==> config.mk <==
export PLATFORM = sky130hd
export DESIGN_NAME = wb_stage_reg
export DESIGN_NICKNAME = d
export VERILOG_FILES = /design/src/rtl/wb_stage_reg_pkg.sv /design/src/rtl/wb_stage_reg_fwd_match.sv /design/src/rtl/wb_stage_reg.sv
export SDC_FILE = /design/constraint.sdc
export NUM_CORES = 1
export LEC_CHECK = 0
export CORE_AREA = 2 2 148 150
export DETAILED_ROUTE_END_ITERATION = 8
export DIE_AREA = 0 0 150 152
export GPL_ROUTABILITY_DRIVEN = 0
export GPL_TIMING_DRIVEN = 0
export PLACE_DENSITY = 0.78
export SETUP_SLACK_MARGIN = 0.4
export SYNTH_ARGS = -nofsm -noshare
export SYNTH_HDL_FRONTEND = slang
export SYNTH_SLANG_ARGS = --single-unit
==> constraint.sdc <==
create_clock -name clk -period 4.2 [get_ports clk]
set_clock_uncertainty 0.2 [all_clocks]
set_input_delay 0.42 -clock clk [delete_from_list [all_inputs] [get_ports clk]]
set_output_delay 0.42 -clock clk [all_outputs]
set_load 0.005 [all_outputs]
==> src/rtl/wb_stage_reg_pkg.sv <==
// Shared pipeline definitions for the WB->ID register: reset PC, mem2reg encodings,
// bubble field values and the register-write qualification helper.
package wb_stage_reg_pkg;

  localparam logic [31:0] PC_RESET_DEF = 32'h0000_3000;

  typedef enum logic [1:0] {
    M2R_ALU = 2'b00,
    M2R_MEM = 2'b01,
    M2R_PC8 = 2'b10
  } mem2reg_e;

  localparam logic       BUBBLE_VALID    = 1'b0;
  localparam logic       BUBBLE_REGWRITE = 1'b0;
  localparam logic [1:0] BUBBLE_MEM2REG  = M2R_ALU;

  // Writes to $0 and writes from empty slots must never reach the register file.
  function automatic logic qual_regwrite(input logic valid, input logic regwrite,
                                         input logic addr_is_zero);
    return valid & regwrite & ~addr_is_zero;
  endfunction

endpackage

==> src/rtl/wb_stage_reg_fwd_match.sv <==
// One forwarding lookup port: matches a requested register against the retiring write.
module fwd_match #(
  parameter int DATA_W = 32,
  parameter int ADDR_W = 5
) (
  input  logic [ADDR_W-1:0] addr,
  input  logic              valid,
  input  logic              regwrite,
  input  logic [ADDR_W-1:0] wraddr,
  input  logic [DATA_W-1:0] result,
  output logic              hit,
  output logic [DATA_W-1:0] data
);

  logic hit_s;

  // Compare and gate the forwarded value so a miss always presents zero.
  always_comb begin
    hit_s = valid & regwrite & (wraddr == addr);
    if (hit_s) begin
      data = result;
    end else begin
      data = {DATA_W{1'b0}};
    end
  end

  assign hit = hit_s;

endmodule

==> src/rtl/wb_stage_reg.sv <==
// WB->ID pipeline register with stall/flush, $0 write suppression, forwarding
// lookup ports and a retired-instruction counter.
module wb_stage_reg
  import wb_stage_reg_pkg::*;
#(
  parameter int              DATA_W   = 32,
  parameter int              ADDR_W   = 5,
  parameter int              NFWD     = 2,
  parameter int              RETIRE_W = 32,
  parameter logic [DATA_W-1:0] PC_RESET = DATA_W'(PC_RESET_DEF)
) (
  input  logic                     clk,
  input  logic                     reset,
  input  logic                     stall,
  input  logic                     flush,
  input  logic                     in_valid,
  input  logic                     in_regwrite,
  input  logic [1:0]               in_mem2reg,
  input  logic [ADDR_W-1:0]        in_wraddr,
  input  logic [DATA_W-1:0]        in_instr,
  input  logic [DATA_W-1:0]        in_result,
  input  logic [DATA_W-1:0]        in_pc,
  input  logic [DATA_W-1:0]        in_pc8,
  output logic                     out_valid,
  output logic                     out_regwrite,
  output logic [1:0]               out_mem2reg,
  output logic [ADDR_W-1:0]        out_wraddr,
  output logic [DATA_W-1:0]        out_instr,
  output logic [DATA_W-1:0]        out_result,
  output logic [DATA_W-1:0]        out_pc,
  output logic [DATA_W-1:0]        out_pc8,
  input  logic [NFWD*ADDR_W-1:0]   fwd_addr,
  output logic [NFWD-1:0]          fwd_hit,
  output logic [NFWD*DATA_W-1:0]   fwd_data,
  output logic [RETIRE_W-1:0]      retired
);

  logic load_regwrite_s;
  logic count_en_s;

  assign load_regwrite_s = qual_regwrite(in_valid, in_regwrite,
                                         (in_wraddr == {ADDR_W{1'b0}}));
  // Flush squashes the incoming slot only, so the outgoing one still retires.
  assign count_en_s = out_valid & (~stall | flush);

  // Payload registers and retire counter; priority reset > flush > stall > load.
  always_ff @(posedge clk) begin
    if (reset) begin
      out_valid    <= BUBBLE_VALID;
      out_regwrite <= BUBBLE_REGWRITE;
      out_mem2reg  <= BUBBLE_MEM2REG;
      out_wraddr   <= {ADDR_W{1'b0}};
      out_instr    <= {DATA_W{1'b0}};
      out_result   <= {DATA_W{1'b0}};
      out_pc       <= PC_RESET;
      out_pc8      <= PC_RESET;
      retired      <= {RETIRE_W{1'b0}};
    end else begin
      if (count_en_s) begin
        retired <= retired + RETIRE_W'(1);
      end
      if (flush) begin
        out_valid    <= BUBBLE_VALID;
        out_regwrite <= BUBBLE_REGWRITE;
        out_mem2reg  <= BUBBLE_MEM2REG;
        out_wraddr   <= {ADDR_W{1'b0}};
        out_instr    <= {DATA_W{1'b0}};
        out_result   <= {DATA_W{1'b0}};
        out_pc       <= PC_RESET;
        out_pc8      <= PC_RESET;
      end else if (!stall) begin
        out_valid    <= in_valid;
        out_regwrite <= load_regwrite_s;
        out_mem2reg  <= in_mem2reg;
        out_wraddr   <= in_wraddr;
        out_instr    <= in_instr;
        out_result   <= in_result;
        out_pc       <= in_pc;
        out_pc8      <= in_pc8;
      end
    end
  end

  for (genvar i = 0; i < NFWD; i++) begin : g_fwd
    fwd_match #(
      .DATA_W(DATA_W),
      .ADDR_W(ADDR_W)
    ) u_fwd_match (
      .addr    (fwd_addr[i*ADDR_W +: ADDR_W]),
      .valid   (out_valid),
      .regwrite(out_regwrite),
      .wraddr  (out_wraddr),
      .result  (out_result),
      .hit     (fwd_hit[i]),
      .data    (fwd_data[i*DATA_W +: DATA_W])
    );
  end

endmodule

# Yosys cells after proc, flatten, opt, wreduce, memory -nomap -nowiden
# Index checks and enable logic that the tools add are counted.
[classes]
addsub = 1
n_eq_ne = 2
mux = 2
n_bitwise = 9
n_reduce_logical = 2
[ops]
columns = ["operator", "n"]
rows = [
  ["2-to-1 mux 32 bit", 2],
  ["adder 32 x 1 -> 32 bit, second input constant", 1],
  ["== test 5 bit", 2],
  ["AND 1 bit", 6],
  ["logical NOT 5 bit", 1],
  ["NOT 1 bit", 2],
  ["OR reduction 2 bit", 1],
  ["bitwise OR 1 bit", 1],
]
[totals]
register_bits = 169
input_bits = 151
output_inout_bits = 235
elab_cells = 25

# Depth between registers and ports, before layout
# Gate-level depths: netlist (run 1).
[depth]
word_depth = 3
ltp_mapped = 6
mapped_depth_nobuf = 5

# By module
# A second synthesis (run 1) with hierarchy kept.
[hier_totals]
cells_unflattened = 730
hier_area_um2 = 7110.6
[by_module_without_submodules]
columns = ["module", "n_inst", "cells_per_inst", "area_per_inst_um2", "seq_area_each_um2"]
rows = [
  ["wb_stage_reg", 1, 638, 6444.9, 3383.2],
  ["fwd_match", 2, 46, 332.8, 0.0],
]

# Worst setup path after synthesis (run 1)
# OpenSTA, ideal clock, no wires.
[synth_path]
path_kind = "input to register"
start = "in stall"
end = "reg retired[18]"
setup_ns = 0.121
arrival_time_ns = 1.828
required_ns = 3.879
slack_ns = 2.051
cell_stages = 6
path_buffers = 2
cell_sequence = "clkbuf_1 > nand2b_1 > clkbuf_1 > nand3_1 > nor4_1 > mux2_2"
[synth_via]
elab_chain_len = 3
[synth_rtl]
columns = ["item", "line_no", "rtl"]
rows = [
  ["from (decl)", "wb_stage_reg.sv:14", "input logic stall,"],
  ["NOT 1 bit", "wb_stage_reg.sv:44", "assign count_en_s = out_valid & (~stall | flush);"],
  ["bitwise OR 1 bit", "wb_stage_reg.sv:44", ""],
  ["AND 1 bit", "wb_stage_reg.sv:44", ""],
  ["to (signal assigned)", "wb_stage_reg.sv:57", "retired <= {RETIRE_W{1'b0}};"],
  ["to (signal assigned)", "wb_stage_reg.sv:60", "retired <= retired + RETIRE_W'(1);"],
  ["to (decl)", "wb_stage_reg.sv:35", "output logic [RETIRE_W-1:0] retired"],
]
# Every way passes these cells.
# A chain may end at the register's enable or synchronous reset.

# Final worst setup path (run 1)
[layout_path]
start = "reg out_wraddr[2]"
end = "out fwd_data[19]"
[layout_via]
elab_chain_len = 3
[layout_rtl]
columns = ["item", "line_no", "rtl"]
rows = [
  ["from (decl)", "wb_stage_reg.sv:27", "output logic [ADDR_W-1:0] out_wraddr,"],
  ["from (signal assigned)", "wb_stage_reg.sv:52", "out_wraddr <= {ADDR_W{1'b0}};"],
  ["from (signal assigned)", "wb_stage_reg.sv:66", "out_wraddr <= {ADDR_W{1'b0}};"],
  ["from (signal assigned)", "wb_stage_reg.sv:75", "out_wraddr <= in_wraddr;"],
  ["== test 5 bit", "wb_stage_reg_fwd_match.sv:19", "hit_s = valid & regwrite & (wraddr == addr);"],
  ["AND 1 bit", "wb_stage_reg_fwd_match.sv:19", ""],
  ["2-to-1 mux 32 bit", "wb_stage_reg_fwd_match.sv:20", "if (hit_s) begin"],
  ["to (decl)", "wb_stage_reg.sv:34", "output logic [NFWD*DATA_W-1:0] fwd_data,"],
]
# Every way passes these cells.

==> results of run 1 <==
-- through the flow --
stage / setup WS (ps) / hold slack (ps) / area, µm²
2_1_floorplan: 2050 / 269 / 6950
3_3_place_gp: 331 / 253 / 11100
3_5_place_dp: 325 / 272 / 11100
4_1_cts: 576 / 289 / 11700
5_1_grt: 417 / 308 / 11700
6_report: 607 / 288 / 11700
-- tightest hold or removal path, stage by stage, from the launching register on --
cell and delay (ps):
dfxtp_1 330, mux2i_1 70, nand2_1 60
-- timing repair --
item,4_1_cts,5_1_grt
buffers inserted,0,0
gates resized for setup,2,0
endpoints found under the setup margin,42,0
-- power groups by stage --
stage          sequential (W)  combinational [W]  clock (W)
2_1_floorplan         0.00171           0.000154          0
3_3_place_gp          0.00171           0.000421          0
3_5_place_dp          0.00171           0.000426          0
4_1_cts               0.00168           0.000429    0.00156
5_1_grt               0.00168           0.000460    0.00163
6_report              0.00168           0.000424    0.00152
-- cell type report --
class,instances,area [µm²],share of cell area
repair buffers,383,3830,0.327
flip-flops and latches,169,3380,0.289
multi-input cells,502,3350,0.286
clock buffers,19,443,0.0378
well taps,280,350,0.0299
plain buffers,51,208,0.0177
clock inverters,12,119,0.0101
inverters,5,18.8,0.00160
diodes,2,5.00,0.000427
-- cell usage in the layout (no fill, tap or decap), types with 5 or more instances in the layout --
cell | Yosys | routed
a21oi_1 | 14 | 14
and2_1 | 65 | 65
buf_1 | 11 | 11
clkbuf_1 | 36 | 37
clkbuf_16 | 0 | 17
clkdlybuf4s50_1 | 0 | 383
dfxtp_1 | 169 | 169
inv_1 | 5 | 5
mux2_2 | 10 | 10
mux2i_1 | 135 | 135
nand2_1 | 17 | 17
nand3_1 | 13 | 13
nand4_1 | 8 | 8
nor2_1 | 155 | 155
nor2b_1 | 12 | 12
nor4_1 | 12 | 12
o21ai_0 | 5 | 5
or3_1 | 5 | 5
xnor2_1 | 9 | 9
xor2_1 | 9 | 9
-- cell usage after synthesis, types with 4 or more instances --
| library cell | instances |
|---|---|
| xor2_1 | 9 |
| and2_1 | 65 |
| mux2_2 | 10 |
| nor4_1 | 12 |
| xnor2_1 | 9 |
| and4_1 | 4 |
| dfxtp_1 | 169 |
| a21oi_1 | 14 |
| buf_1 | 11 |
| and3_1 | 4 |
| nor2b_1 | 12 |
| nand2_1 | 17 |
| mux2i_1 | 135 |
| nand4_1 | 8 |
| o21ai_0 | 5 |
| or3_1 | 5 |
| clkbuf_1 | 36 |
| nor2_1 | 155 |
| nand3_1 | 13 |
| inv_1 | 5 |
-- path summary, 6_finish.rpt --
| check | start | slack [ps] | end |
|---|---|---|---|
| worst max-delay path | out_wraddr[2]$_SDFFE_PP0N_ | 610 | fwd_data[19] |
| worst min-delay path | out_pc8[13]$_SDFFE_PP1N_ | 290 | out_pc8[13]$_SDFFE_PP1N_ |
| worst max register to register | out_valid$_SDFFE_PP0N_ | 1820 | retired[16]$_SDFFE_PP0P_ |
| worst min register to register | out_pc8[13]$_SDFFE_PP1N_ | 290 | out_pc8[13]$_SDFFE_PP1N_ |
-- state kept, by name (all words and copies together) (netlist names) --
name	flops
out_wraddr	5
out_regwrite	1
out_pc8	32
retired	32
out_instr	32
out_mem2reg	2
out_result	32
out_valid	1
out_pc	32
-- cell families after synthesis --
logic type	share of synthesized area
compound gates	0.0218
buf+inv	0.0326
flops	0.487
simple gates	0.221
mux	0.214
fa+ha+maj	0.00180
xor+xnor	0.0227
-- routing by layer --
metal | vias to the layer above | wire length [µm]
met5 | - | 13
met4 | 2 | 573
met3 | 36 | 1930
met2 | 249 | 11400
met1 | 3124 | 9960
li1 | 3257 | -
==> summary.txt, run 1 <==
Run status
  • Outcome: complete, no violations

Route
  • Routed WL: 23,900 µm
  • WL/cell: 16.8 µm
  • Routed Antenna Nets: 0
  • 1st-iter DRT viols: 270
  • DR vias: ~6.7k
  • Pre-antenna DRT Iters: 4
  • DRC viols: 0
  • Number of vias per cell: 4.69

Clock tree
  • Max H-tree Level: 4
  • Clock Latency Late Sink: 420 ps
  • Hold-fix buffers, CTS: 0
  • Clk root buf: clkbuf_16
  • Total CTS buffers: 17
  • CTS clk-pin slew, worst paths: 70 ps
  • Clk buf depth: 2
  • Clock sink total: 169
  • CTS tree: yes

Logic synthesis
  • Syn_nets: 879
  • Top cells by area, synth: dfxtp_1 (49%), mux2i_1 (19%), nor2_1 (8.4%)
  • Seq/Total Area, Yosys: 0.487
  • Area leader, netlist: dfxtp_1
  • Synth unique cells: 37
  • Post-Syn Area: 0.00695 mm²
  • Post-synthesis area per instance: 9.56 µm²
  • Post-synth EDFFs: 0
  • Most common flop cell mapped by yosys: dfxtp_1
  • Yosys reg bits: roughly 170
  • Cells after Synth: 727
  • Asr flop ratio synth: 0
  • Synth Warn #: 0
  • Post-synth top area share: 0.487

Worst setup path
  • Worst path slowest cell: nor3_2
  • CP Cell Sequence: xnor2_1, nand4_1, nor3_2, clkbuf_1, and2_1, clkdlybuf4s50_1
  • Crit path max fanout: 10
  • Crit path launch type: register
  • CP Depth: 6
  • Crit-path max cell delay: ~580 ps
  • WP buf/inv: 2
  • CP Class: reg2out
  • Delay-heaviest family, CP: simple AND/OR/NAND/NOR gates
  • Req. time, crit path: 3580 ps
  • Reg2Reg Depth: 4
  • Crit path DAT: 2970 ps
  • Worst setup EP type: output pin

Timing
  • Fmax: roughly 280 MHz
  • Count of pins over their slew limit: 0
  • Fin. Hold Viols: 0
  • Fin crit period: 3590 ps
  • Setup TNS Final: 0 ps
  • Final Setup Violations: 0
  • RSZ-0062 raised after global routing: false
  • Slew margin rel.: 0.368
  • Final Cycle Share: 0.856
  • Worst slew pin tran: 947 ps

Final layout
  • Syn-to-layout area delta: 68.5%
  • Cell Count, Final, Fillers Out: between 1k and 1.5k
  • Fill cells: 1,941
  • Nets: ~1.3k
  • Layout cells sized above 1: 0.0482
  • Final core utilization: 0.549

Place
  • Cells after DPL: around 1.4k
  • Port Buffer Count: 383
  • Final HPWL from detailed placement: 18,500 µm

Pwr
  • Overall power: 0.00362 W
  • Pwr/cell area: 309 mW/mm²
  • Pint: roughly 0.0028 W
  • Worst VDD drop: between 0.2 and 0.25 mV
  • Sw Share: 0.240
  • Sequential Power Share: 0.463
  • Clock share of power: 0.420
  • NetSw: a little under 0.0009 W
  • Share of power burned in combinational logic: 0.117
  • Leak: between 4 and 5 nW

Global route
  • Met1 Use GR: 0.246
  • Vias in the first global route: 6,811
  • Met2 usage: 0.351
  • Grt met3 use: 0.0718
  • Total gr overflow: 0
  • First-pass GRT wire length: between 30,000 and 40,000 µm
  • Pin count of the biggest net entering global routing: 17
  • Initial antenna violation count: 3
  • GRT Max-Usage Layer: met2
  • GR Util All Layers: 0.208

Job
  • Max-cap violation count: 0

Die
  • FP Rows: 54
  • Initial Utilization: 0.326
  • Die height: 152 µm
  • DIE WIDTH: 150 µm
  • Die footprint: 0.0228 mm²
  • Core Area: 0.0214 mm²
  • Top-Level Pins: 386

Worst hold path
  • Worst hold path class: reg2reg
  • Min-Delay Path Depth: 2
No activity file was read; power rests on OpenSTA's default activity.
==> run 2: changes to the inputs <==
==> constraint.sdc (replaced) <==
create_clock -name clk -period 4.2 [get_ports clk]
set_clock_uncertainty 0.2 [all_clocks]
set_input_delay 0.42 -clock clk [delete_from_list [all_inputs] [get_ports clk]]
set_output_delay 0.42 -clock clk [all_outputs]
set_load 0.01 [all_outputs]
==> summary.txt, run 2 (synthesized netlist as in run 1, its figures left out) <==
Final layout
  • Final core utilization: 0.549 (about the same)
  • Cell Count, Final, Fillers Out: 1,423 (unchanged)
  • Syn-to-layout area delta: 68.6% (was 68.5%)
  • Most common cell after layout, fill and taps aside: clkdlybuf4s50_1 (unchanged)
  • Fill cells: 1,940 (was 1,941)
  • Most frequent cells in the layout: clkdlybuf4s50_1 (383), dfxtp_1 (169), nor2_1 (155), mux2i_1 (135), and2_1 (65) (unchanged)
  • Nets: 1,281 (unchanged)
  • Layout cells sized above 1: 0.0482 (unchanged)

Worst setup path
  • Reg2Reg Depth: 4 (unchanged)
  • Crit path launch type: input pin (was register)
  • Worst path slowest cell: clkdlybuf4s50_1 (was nor3_2)
  • Crit path max fanout: 10 (unchanged)
  • Req. time, crit path: 3580 ps (about the same)
  • Worst setup EP type: output pin (unchanged)
  • CP Cell Sequence: clkdlybuf4s50_1, xnor2_1, nand4_1, nor3_2, clkbuf_1, and2_1, clkdlybuf4s50_1 (was xnor2_1, nand4_1, nor3_2, clkbuf_1, and2_1, clkdlybuf4s50_1)
  • CP Class: in2out (was reg2out)
  • Critical Path Most Common Cell: clkdlybuf4s50_1
  • Crit path DAT: 2920 ps (was 2970 ps)
  • Crit-path max cell delay: 550 ps (was 580 ps)

Route
  • Number of vias per cell: 4.70 (was 4.69)
  • WL/cell: 16.8 µm (about the same)
  • DR vias: 6,682 (was 6,668)
  • Pre-antenna DRT Iters: 4 (unchanged)
  • DRC viols: 0 (unchanged)
  • Routed WL: 23,900 µm (about the same)
  • 1st-iter DRT viols: 270 (unchanged)
  • Routed Antenna Nets: 0 (unchanged)

Run status
  • Outcome: complete, no violations (unchanged)

Die
  • Die height: 152 µm (unchanged)
  • Top-Level Pins: 386 (unchanged)
  • Die footprint: 0.0228 mm² (unchanged)
  • Initial Utilization: 0.326 (unchanged)
  • FP Rows: 54 (unchanged)
  • Core Area: 0.0214 mm² (unchanged)
  • DIE WIDTH: 150 µm (unchanged)

Clock tree
  • Hold-fix buffers, CTS: 0 (unchanged)
  • Total CTS buffers: 17 (unchanged)
  • Clock Latency Late Sink: 420 ps (about the same)
  • Clock sink total: 169 (unchanged)
  • Clk root buf: clkbuf_16 (unchanged)
  • Max H-tree Level: 4 (unchanged)
  • CTS tree: yes (unchanged)
  • Clk buf depth: 2 (unchanged)
  • CTS clk-pin slew, worst paths: 70 ps (about the same)

Place
  • Cells after DPL: 1,390 (unchanged)
  • Port Buffer Count: 383 (unchanged)
  • Final HPWL from detailed placement: 18,500 µm (unchanged)

Worst hold path
  • Worst hold path class: reg2reg (unchanged)
  • Min-Delay Path Depth: 2 (unchanged)

Timing
  • Final Cycle Share: 0.843 (was 0.856)
  • Setup TNS Final: 0 ps (unchanged)
  • Final Setup Violations: 0 (unchanged)
  • Fmax: 283 MHz (was 278 MHz)
  • Hold Slack: 288 ps (about the same)
  • Count of pins over their slew limit: 0 (unchanged)
  • Worst slew pin tran: 947 ps (about the same)
  • RSZ-0062 raised after global routing: false (unchanged)
  • Fin crit period: 3540 ps (was 3590 ps)
  • Slew margin rel.: 0.369 (was 0.368)
  • Fin. Hold Viols: 0 (unchanged)

Pwr
  • Overall power: 0.00364 W (was 0.00362 W)
  • Worst VDD drop: 0.242 mV (about the same)
  • Leak: 4.58 nW (was 4.57 nW)
  • Pwr/cell area: 310 mW/mm² (was 309 mW/mm²)

Job
  • Max-cap violation count: 0 (unchanged)

Global route
  • GR Util All Layers: 0.208 (unchanged)
  • Vias in the first global route: 6,811 (unchanged)
  • First-pass GRT wire length: 37,000 µm (unchanged)
  • Total gr overflow: 0 (unchanged)
  • Pin count of the biggest net entering global routing: 17 (unchanged)
  • Initial antenna violation count: 3 (unchanged)
==> run 2: cell counts in the layout (fill, tap and decap cells not counted) <==
No cell type changed its count.
==> run 2: where the power goes <==
group          leakage, nW  internal, W  switching, W
Clock                0.266     0.000838      0.000681
Combinational         2.94     0.000268      0.000173
Sequential            1.37      0.00165     0.0000320
Total                 4.58      0.00275      0.000886
==> run 2: worst paths after layout <==
check	slack (ps)	to	from
worst max-delay path	660	fwd_data[62]	fwd_addr[5]
worst min-delay path	290	out_pc8[13]$_SDFFE_PP1N_	out_pc8[13]$_SDFFE_PP1N_
worst max register to register	1830	retired[16]$_SDFFE_PP0P_	out_valid$_SDFFE_PP0N_
worst min register to register	290	out_pc8[13]$_SDFFE_PP1N_	out_pc8[13]$_SDFFE_PP1N_
==> run 2: per-layer routing <==
metal	track usage	share of wire	wire (µm)
met2	0.351	0.48	11400
met4	0.0696	0.024	573
met3	0.0718	0.082	1970
met1	0.246	0.42	9920
met5	0	0.00054	13
==> run 2: worst max-delay path, delay by kind of cell <==
family                    cells  cell delay (ps)
buffers and inverters         3             1400
and+or+nand+nor               3              850
xor gates and xnor gates      1              250
==> run 2: repair_timing <==
item,4_1_cts,5_1_grt
setup endpoints to repair,50,7
pin swaps,0,0
buffers inserted,0,0
cloned,0,0
gates resized for setup,2,1
==> run 2: cell type report <==
| type | count | area (µm²) | area share |
|---|---|---|---|
| buffer | 51 | 208 | 0.0177 |
| inverter | 5 | 18.8 | 0.00160 |
| multi-input combinational | 502 | 3360 | 0.286 |
| clock buffer | 19 | 443 | 0.0378 |
| clock inverter | 12 | 119 | 0.0101 |
| sequential | 169 | 3380 | 0.289 |
| antenna | 2 | 5.00 | 0.000427 |
| tap | 280 | 350 | 0.0299 |
| timing repair buffer | 383 | 3830 | 0.327 |
==> run 2: metrics by stage <==
stage                     setup WS, ps  instance area (µm²)
after CTS                          542                11700
after detailed placement           291                11100
after global routing               444                11700
after global placement             297                11100
final                              660                11700
after floorplan                   2010                 6950
